**src/rtl/ahb_mem_arbiter.sv**
```systemverilog
// Two-master AHB-Lite arbiter in front of a single memory slave; the losing master is stalled via its HREADY and replayed.
// Optional round-robin arbitration is enabled with `define AHB_ARB_ROUND_ROBIN_EN (fixed priority, master 0 first, otherwise).
module ahb_mem_arbiter #(
    parameter int ADDR_W = 32
) (
    input  logic              HCLK,
    input  logic              HRESETn,

    input  logic [ADDR_W-1:0] m0_HADDR,
    input  logic [1:0]        m0_HTRANS,
    input  logic              m0_HWRITE,
    input  logic [2:0]        m0_HSIZE,
    input  logic [31:0]       m0_HWDATA,
    output logic              m0_HREADY,
    output logic [31:0]       m0_HRDATA,

    input  logic [ADDR_W-1:0] m1_HADDR,
    input  logic [1:0]        m1_HTRANS,
    input  logic              m1_HWRITE,
    input  logic [2:0]        m1_HSIZE,
    input  logic [31:0]       m1_HWDATA,
    output logic              m1_HREADY,
    output logic [31:0]       m1_HRDATA,

    output logic              S_HSEL,
    output logic [ADDR_W-1:0] S_HADDR,
    output logic [1:0]        S_HTRANS,
    output logic              S_HWRITE,
    output logic [2:0]        S_HSIZE,
    output logic [31:0]       S_HWDATA,
    output logic              S_HREADY,
    input  logic              S_HREADYOUT,
    input  logic [31:0]       S_HRDATA
);

    localparam logic [1:0] TRANS_IDLE   = 2'b00;
    localparam logic [1:0] TRANS_NONSEQ = 2'b10;

    logic              pend_0, pend_1;
    logic [ADDR_W-1:0] pend_addr_0, pend_addr_1;
    logic              pend_write_0, pend_write_1;
    logic [2:0]        pend_size_0, pend_size_1;

    logic              dp_valid;
    logic              dp_owner;

    logic [ADDR_W-1:0] last_addr;
    logic              last_write;
    logic [2:0]        last_size;

    logic              live_0, live_1;
    logic              req_0, req_1;
    logic              grant;
    logic              issue;
    logic              cap_0, cap_1;

    logic [ADDR_W-1:0] sel_addr;
    logic              sel_write;
    logic [2:0]        sel_size;

    // HTRANS[0] only separates NONSEQ from SEQ / IDLE from BUSY, which this block treats alike.
    logic unused_trans_lsb;
    assign unused_trans_lsb = m0_HTRANS[0] ^ m1_HTRANS[0];

    // A master is held off while its transfer sits in the pending slot, or while its own data phase is stalled.
    assign m0_HREADY = ~pend_0 & ~(dp_valid & ~dp_owner & ~S_HREADYOUT);
    assign m1_HREADY = ~pend_1 & ~(dp_valid &  dp_owner & ~S_HREADYOUT);

    assign live_0 = m0_HREADY & m0_HTRANS[1];
    assign live_1 = m1_HREADY & m1_HTRANS[1];
    assign req_0  = pend_0 | live_0;
    assign req_1  = pend_1 | live_1;
    assign issue  = S_HREADYOUT & (req_0 | req_1);

`ifdef AHB_ARB_ROUND_ROBIN_EN
    logic last_grant;

    always_comb begin
        grant = 1'b0;
        if (req_0 && req_1) begin
            // A buffered transfer always beats a fresh one; otherwise alternate.
            if (pend_0 && !pend_1)
                grant = 1'b0;
            else if (pend_1 && !pend_0)
                grant = 1'b1;
            else
                grant = ~last_grant;
        end else begin
            grant = req_1;
        end
    end

    always_ff @(posedge HCLK or negedge HRESETn) begin
        if (!HRESETn)
            last_grant <= 1'b1;
        else if (issue)
            last_grant <= grant;
    end
`else
    always_comb begin
        grant = 1'b0;
        if (!req_0 && req_1)
            grant = 1'b1;
    end
`endif

    always_comb begin
        sel_addr  = '0;
        sel_write = 1'b0;
        sel_size  = 3'b000;
        if (grant) begin
            sel_addr  = pend_1 ? pend_addr_1  : m1_HADDR;
            sel_write = pend_1 ? pend_write_1 : m1_HWRITE;
            sel_size  = pend_1 ? pend_size_1  : m1_HSIZE;
        end else begin
            sel_addr  = pend_0 ? pend_addr_0  : m0_HADDR;
            sel_write = pend_0 ? pend_write_0 : m0_HWRITE;
            sel_size  = pend_0 ? pend_size_0  : m0_HSIZE;
        end
    end

    assign S_HSEL   = issue;
    assign S_HTRANS = issue ? TRANS_NONSEQ : TRANS_IDLE;
    assign S_HADDR  = issue ? sel_addr  : last_addr;
    assign S_HWRITE = issue ? sel_write : last_write;
    assign S_HSIZE  = issue ? sel_size  : last_size;
    assign S_HWDATA = dp_owner ? m1_HWDATA : m0_HWDATA;
    assign S_HREADY = S_HREADYOUT;

    assign m0_HRDATA = S_HRDATA;
    assign m1_HRDATA = S_HRDATA;

    assign cap_0 = live_0 & ~(issue & ~grant);
    assign cap_1 = live_1 & ~(issue &  grant);

    always_ff @(posedge HCLK or negedge HRESETn) begin
        if (!HRESETn) begin
            pend_0       <= 1'b0;
            pend_addr_0  <= '0;
            pend_write_0 <= 1'b0;
            pend_size_0  <= 3'b000;
        end else if (cap_0) begin
            pend_0       <= 1'b1;
            pend_addr_0  <= m0_HADDR;
            pend_write_0 <= m0_HWRITE;
            pend_size_0  <= m0_HSIZE;
        end else if (issue && !grant) begin
            pend_0       <= 1'b0;
        end
    end

    always_ff @(posedge HCLK or negedge HRESETn) begin
        if (!HRESETn) begin
            pend_1       <= 1'b0;
            pend_addr_1  <= '0;
            pend_write_1 <= 1'b0;
            pend_size_1  <= 3'b000;
        end else if (cap_1) begin
            pend_1       <= 1'b1;
            pend_addr_1  <= m1_HADDR;
            pend_write_1 <= m1_HWRITE;
            pend_size_1  <= m1_HSIZE;
        end else if (issue && grant) begin
            pend_1       <= 1'b0;
        end
    end

    always_ff @(posedge HCLK or negedge HRESETn) begin
        if (!HRESETn) begin
            dp_valid   <= 1'b0;
            dp_owner   <= 1'b0;
            last_addr  <= '0;
            last_write <= 1'b0;
            last_size  <= 3'b000;
        end else if (issue) begin
            dp_valid   <= 1'b1;
            dp_owner   <= grant;
            last_addr  <= sel_addr;
            last_write <= sel_write;
            last_size  <= sel_size;
        end else if (S_HREADYOUT) begin
            dp_valid   <= 1'b0;
        end
    end

endmodule

```
**config.mk**
```make
export PLATFORM = sky130hd
export DESIGN_NAME = ahb_mem_arbiter
export DESIGN_NICKNAME = d
export VERILOG_FILES = /design/src/rtl/ahb_mem_arbiter.sv
export SDC_FILE = /design/constraint.sdc
export NUM_CORES = 1
export LEC_CHECK = 0
export CORE_MARGIN = 10
export CORE_UTILIZATION = 37
export CTS_CLUSTER_DIAMETER = 60
export DETAILED_ROUTE_END_ITERATION = 10
export PLACE_DENSITY_LB_ADDON = 0.3
export SLEW_MARGIN = 10
export SYNTH_ARGS = -nofsm -noshare
export SYNTH_HDL_FRONTEND = slang
export SYNTH_SLANG_ARGS = --single-unit
```
**constraint.sdc**
```tcl
create_clock -name HCLK -period 2 [get_ports HCLK]
set_clock_uncertainty 0.05 [all_clocks]
set_input_delay 0.3 -clock HCLK [delete_from_list [all_inputs] [get_ports HCLK]]
set_output_delay 0.3 -clock HCLK [all_outputs]
set_load 0.005 [all_outputs]
```
* After elaboration in Yosys (flattened, before gate mapping)
Cells that the tools add are included.
** Word-level totals
- Register bits :: 112
- Output and inout bits :: 138
- Input bits :: 175
** Cells by class
- Bitwise gates (word level) :: 25
- Muxes and demuxes :: 21
- Reduce and logical (&&, ||, !) cells :: 8
** Operator list (count)
- $mux 32 :: 5
- $and 1x1->1 :: 13
- $mux 3 :: 4
- $mux 1 :: 11
- $not 1->1 :: 9
- $reduce_bool 2->1 :: 3
- $logic_and 1x1->1 :: 3
- $or 1x1->1 :: 3
- $logic_not 1->1 :: 2
- $mux 2 :: 1

* Longest topological paths before layout
- Word-level depth :: 15
- Depth in mapped cells :: 7
- Gate-level depth less buffers :: 5

* Worst setup path after synthesis
Ideal clock, no wire load.
- Kind :: reg-to-output
- Start :: register dp_owner
- End :: output port S_HADDR[0]
- Cell stages (with the launch flop) :: 7
- Path buffers :: 2
- Setup slack :: -0.065 ns
- Data required time :: 1.650 ns
- Arrival :: 1.715 ns
- Cells stage by stage :: dfrtp_1 > buf_2 > or3b_4 > a21o_1 > o21ai_4 > buf_6 > a32o_1
** Between the ends
- Word-level cells in the longest chain between the ends :: 12
** RTL lines
- start: declaration :: line 45 : logic dp_owner;
- start signal: assignment :: line 177 : dp_owner <= grant;
- $not 1->1 :: line 66 : assign m0_HREADY = ~pend_0 & ~(dp_valid & ~dp_owner & ~S_HREADYOUT);
- $and 1x1->1 (2 in a row) :: line 66
- $not 1->1 :: line 66
- $and 1x1->1 :: line 66
- $and 1x1->1 :: line 69 : assign live_0 = m0_HREADY & m0_HTRANS[1];
- $or 1x1->1 :: line 71 : assign req_0 = pend_0 | live_0;
- $logic_not 1->1 :: line 102 : if (!req_0 && req_1)
- $logic_and 1x1->1 :: line 102
- $mux 1 :: line 102
- $mux 32 :: line 111 : if (grant) begin
- $mux 32 (*)
- end: declaration :: line 26 : output logic [ADDR_W-1:0] S_HADDR,
Every way passes the cells marked *; elsewhere a longest branch is shown, timed or not.

* Worst setup path in the final report
- Start :: register dp_owner
- End :: output port S_HADDR[2]
Same word-level chain as after synthesis.

==> reports/results.ini <==
[status]
status = finished with violations
violations = negative setup slack

[finish]
finalNonFillerCells = 927
final_cell_mix = clkdlybuf4s50_1, dfrtp_1, mux2_2
register_area_sq_um = 2810
areaGrowthSynthToFinish_pct = 45.9
postLayoutCoreUtil_pct = 55.0
layout-drive-gt1-share_pct = 39.2
multi_input_area_sq_um = 2830
layout_commonest_cell = clkdlybuf4s50_1
nets = 876
fillerInstances = 1388

[die]
die_w_um = 150
rows = 47
io_pins = 313
die_y_um = 150
initial_core_util_pct = 37.7
core_area_sq_um = 16500
dieArea_sq_um = 22400

[timing]
period_needed_ns = 2.50
rsz0062_at_grt = yes
period_share_pct = 125
setup_ws_ns = -0.495
hold_viol = 0
hold_ws_ns = 0.403
setup_viol = 71
drv_slew = 0
max_freq_mhz = 401

[power_and_ir_drop]
vdd_drop_max_mv = 0.569
pwr-share-clk_pct = 25.7
p_leak_nw = 4.09
switchingPower_mw = 2.29
power_frac_seq_pct = 39.1
powerDensity_nw_per_um2 = 900
swShare_pct = 28.0
combPwrFrac_pct = 35.2
p_int_mw = 5.89

[clock_tree]
clock_sinks = 112
cts-root-buf = clkbuf_16
cts_tree = done
numCtsBuffers = 9
clockBufferDepth = 2
path_clk_slew_ns = 0.08
htreeDepth = 3
worstSkewPairLatency_ns = 0.35

[yosys]
synth-seq-cells = 112
synth.distinct_cells = 25
synth_area_sq_um = 6230
yosys.area.top_type_share_pct = 45.0
ys_warn_count = 0
syn_inst = 522
syn_nets = 697
synthTopCellsByArea = dfrtp_1, mux2_2, mux2i_1
synth-seq-area-share_pct = 45.0
synth_top_area_cell = dfrtp_1
syn_area_per_cell_sq_um = 11.9

[setup_path]
crit_path_start_kind = flop
cp_max_fo = 7
worst_setup_path_end_kind = primary output
arrival_ns = 2.15
critPathKind = flop to primary output
required_ns = 1.65

[global_routing]
antenna_found_initial = 2
grt_pass1_wl_um = 32500
grt_max_degree = 46
overflow = 0
grt_pass1_vias = 5333
grt_usage_pct = 18.8

[routing]
postRouteAntennaNets = 0
wire_per_inst_um = 23.9
dr.pass1.iters = 4
via_count = 4824
route.detailed.drc = 0
viasPerCell = 5.20
drt-total-wl_um = 22200
first_iter_violations = 180

[placement]
hpwl_um = 17000
dp_slack_ns = -0.553
numPortBuffers = 213
dp_cells = 886
place.gp.congestion = 0.851

[hold_path]
holdCritPathClass = input port to asynchronous set/reset pin

[flow_run]
cap_violations = 0

## cells by family (layout without fill, tap and decap cells)
| kind of cell | after synthesis | in the layout | share of synthesized area, % |
|---|---|---|---|
| and+or+nand+nor | 47 | 47 | 3.40 |
| DFF | 112 | 112 | 45.0 |
| other | 1 | 2 | 0.0602 |
| buffers and inverters | 105 | 289 | 11.3 |
| AOI/OAI and AO/OA | 81 | 81 | 9.89 |
| muxes | 176 | 176 | 30.4 |
## power by group through the flow
stage	registers, mW	clock network [mW]	logic (mW)
after floorplan	3.14	0	1.55
final	3.19	2.10	2.88
after global routing	3.27	2.25	3.10
after CTS	3.19	2.16	2.81
after global placement	3.19	0	2.68
after detailed placement	3.23	0	2.74
## through the flow
stage,area [sq um],power [mW],TNS (ns)
final,9080,8.17,-23.67
after global routing,9080,8.62,-28.21
after CTS,8980,8.16,-26.88
after detailed placement,8430,5.98,-23.77
after global placement,8430,5.88,-21.18
after floorplan,6290,4.69,0
## repair_timing
action | in CTS | in global routing
hold buffers | 1 | 0
gates cloned | 5 | 1
hold endpoints to repair | 33 | 0
gates resized for setup | 190 | 44
buffers inserted | 17 | 4
endpoints found under the setup margin | 72 | 75
pin swaps | 18 | 16
## layout make-up
type / count / share of cell area [%]
tap: 220 / 3.03
antenna: 1 / 0.0276
sequential: 112 / 30.9
multi-input combinational: 305 / 31.2
timing repair buffer: 271 / 30.8
inverter: 2 / 0.165
clock inverter: 7 / 1.42
clock buffer: 9 / 2.48
## flip-flops by register name, indices dropped and copies added, names as in the netlist
name          flops
pend_size_1       3
pend_1            1
pend_size_0       3
pend_0            1
last_addr        32
last_write        1
dp_owner          1
pend_write_0      1
last_size         3
pend_addr_0      32
pend_addr_1      32
pend_write_1      1
dp_valid          1
## synth_stat cells
cell type  count
mux2i_1       72
nand2_1       37
and2b_1        1
a21o_1         3
o21ai_0       36
a21oi_4        1
nor2_1         3
conb_1         1
nand3b_4       1
buf_2         13
o21ai_4        1
clkbuf_2       2
buf_4         69
a21oi_1        4
inv_1          2
nor2b_1        1
a32o_1        36
buf_6          4
nand3_1        2
buf_1          4
clkbuf_1      11
or3b_4         1
nand2b_1       1
mux2_2       104
dfrtp_1      112
## per-layer routing
metal | share of wire (%) | vias to the layer above | global-route usage, %
met4 | 1.8 | 2 | 5.15
met2 | 52 | 182 | 34.0
met1 | 39 | 2415 | 20.5
met3 | 7.4 | 27 | 6.10
met5 | 0.036 | - | 0.454
li1 | - | 2198 | -
## worst paths after layout
check / startpoint / slack [ns] / endpoint / cells after the start
max: dp_owner$_DFFE_PN0N_ / -0.50 / S_HADDR[2] / 7
min: HRESETn / 0.40 / last_addr[20]$_DFF_PN0_ / 2
max reg2reg: dp_owner$_DFFE_PN0N_ / -0.27 / last_size[2]$_DFF_PN0_ / 10
min reg2reg: last_addr[10]$_DFF_PN0_ / 0.43 / last_addr[10]$_DFF_PN0_ / 1
max in group asynchronous: HRESETn / 0.86 / last_addr[30]$_DFF_PN0_ / 3
min in group HCLK: last_addr[10]$_DFF_PN0_ / 0.43 / last_addr[10]$_DFF_PN0_ / 1
## worst max-delay path, stage by stage (launching register included)
cell and delay (ns):
dfrtp_1 0.39, or3b_4 0.41, a21oi_4 0.23, buf_12 0.16
buf_12 0.13, o21ai_2 0.06, a32o_2 0.29, buf_6 0.12
No activity file was read; power rests on OpenSTA's default activity.
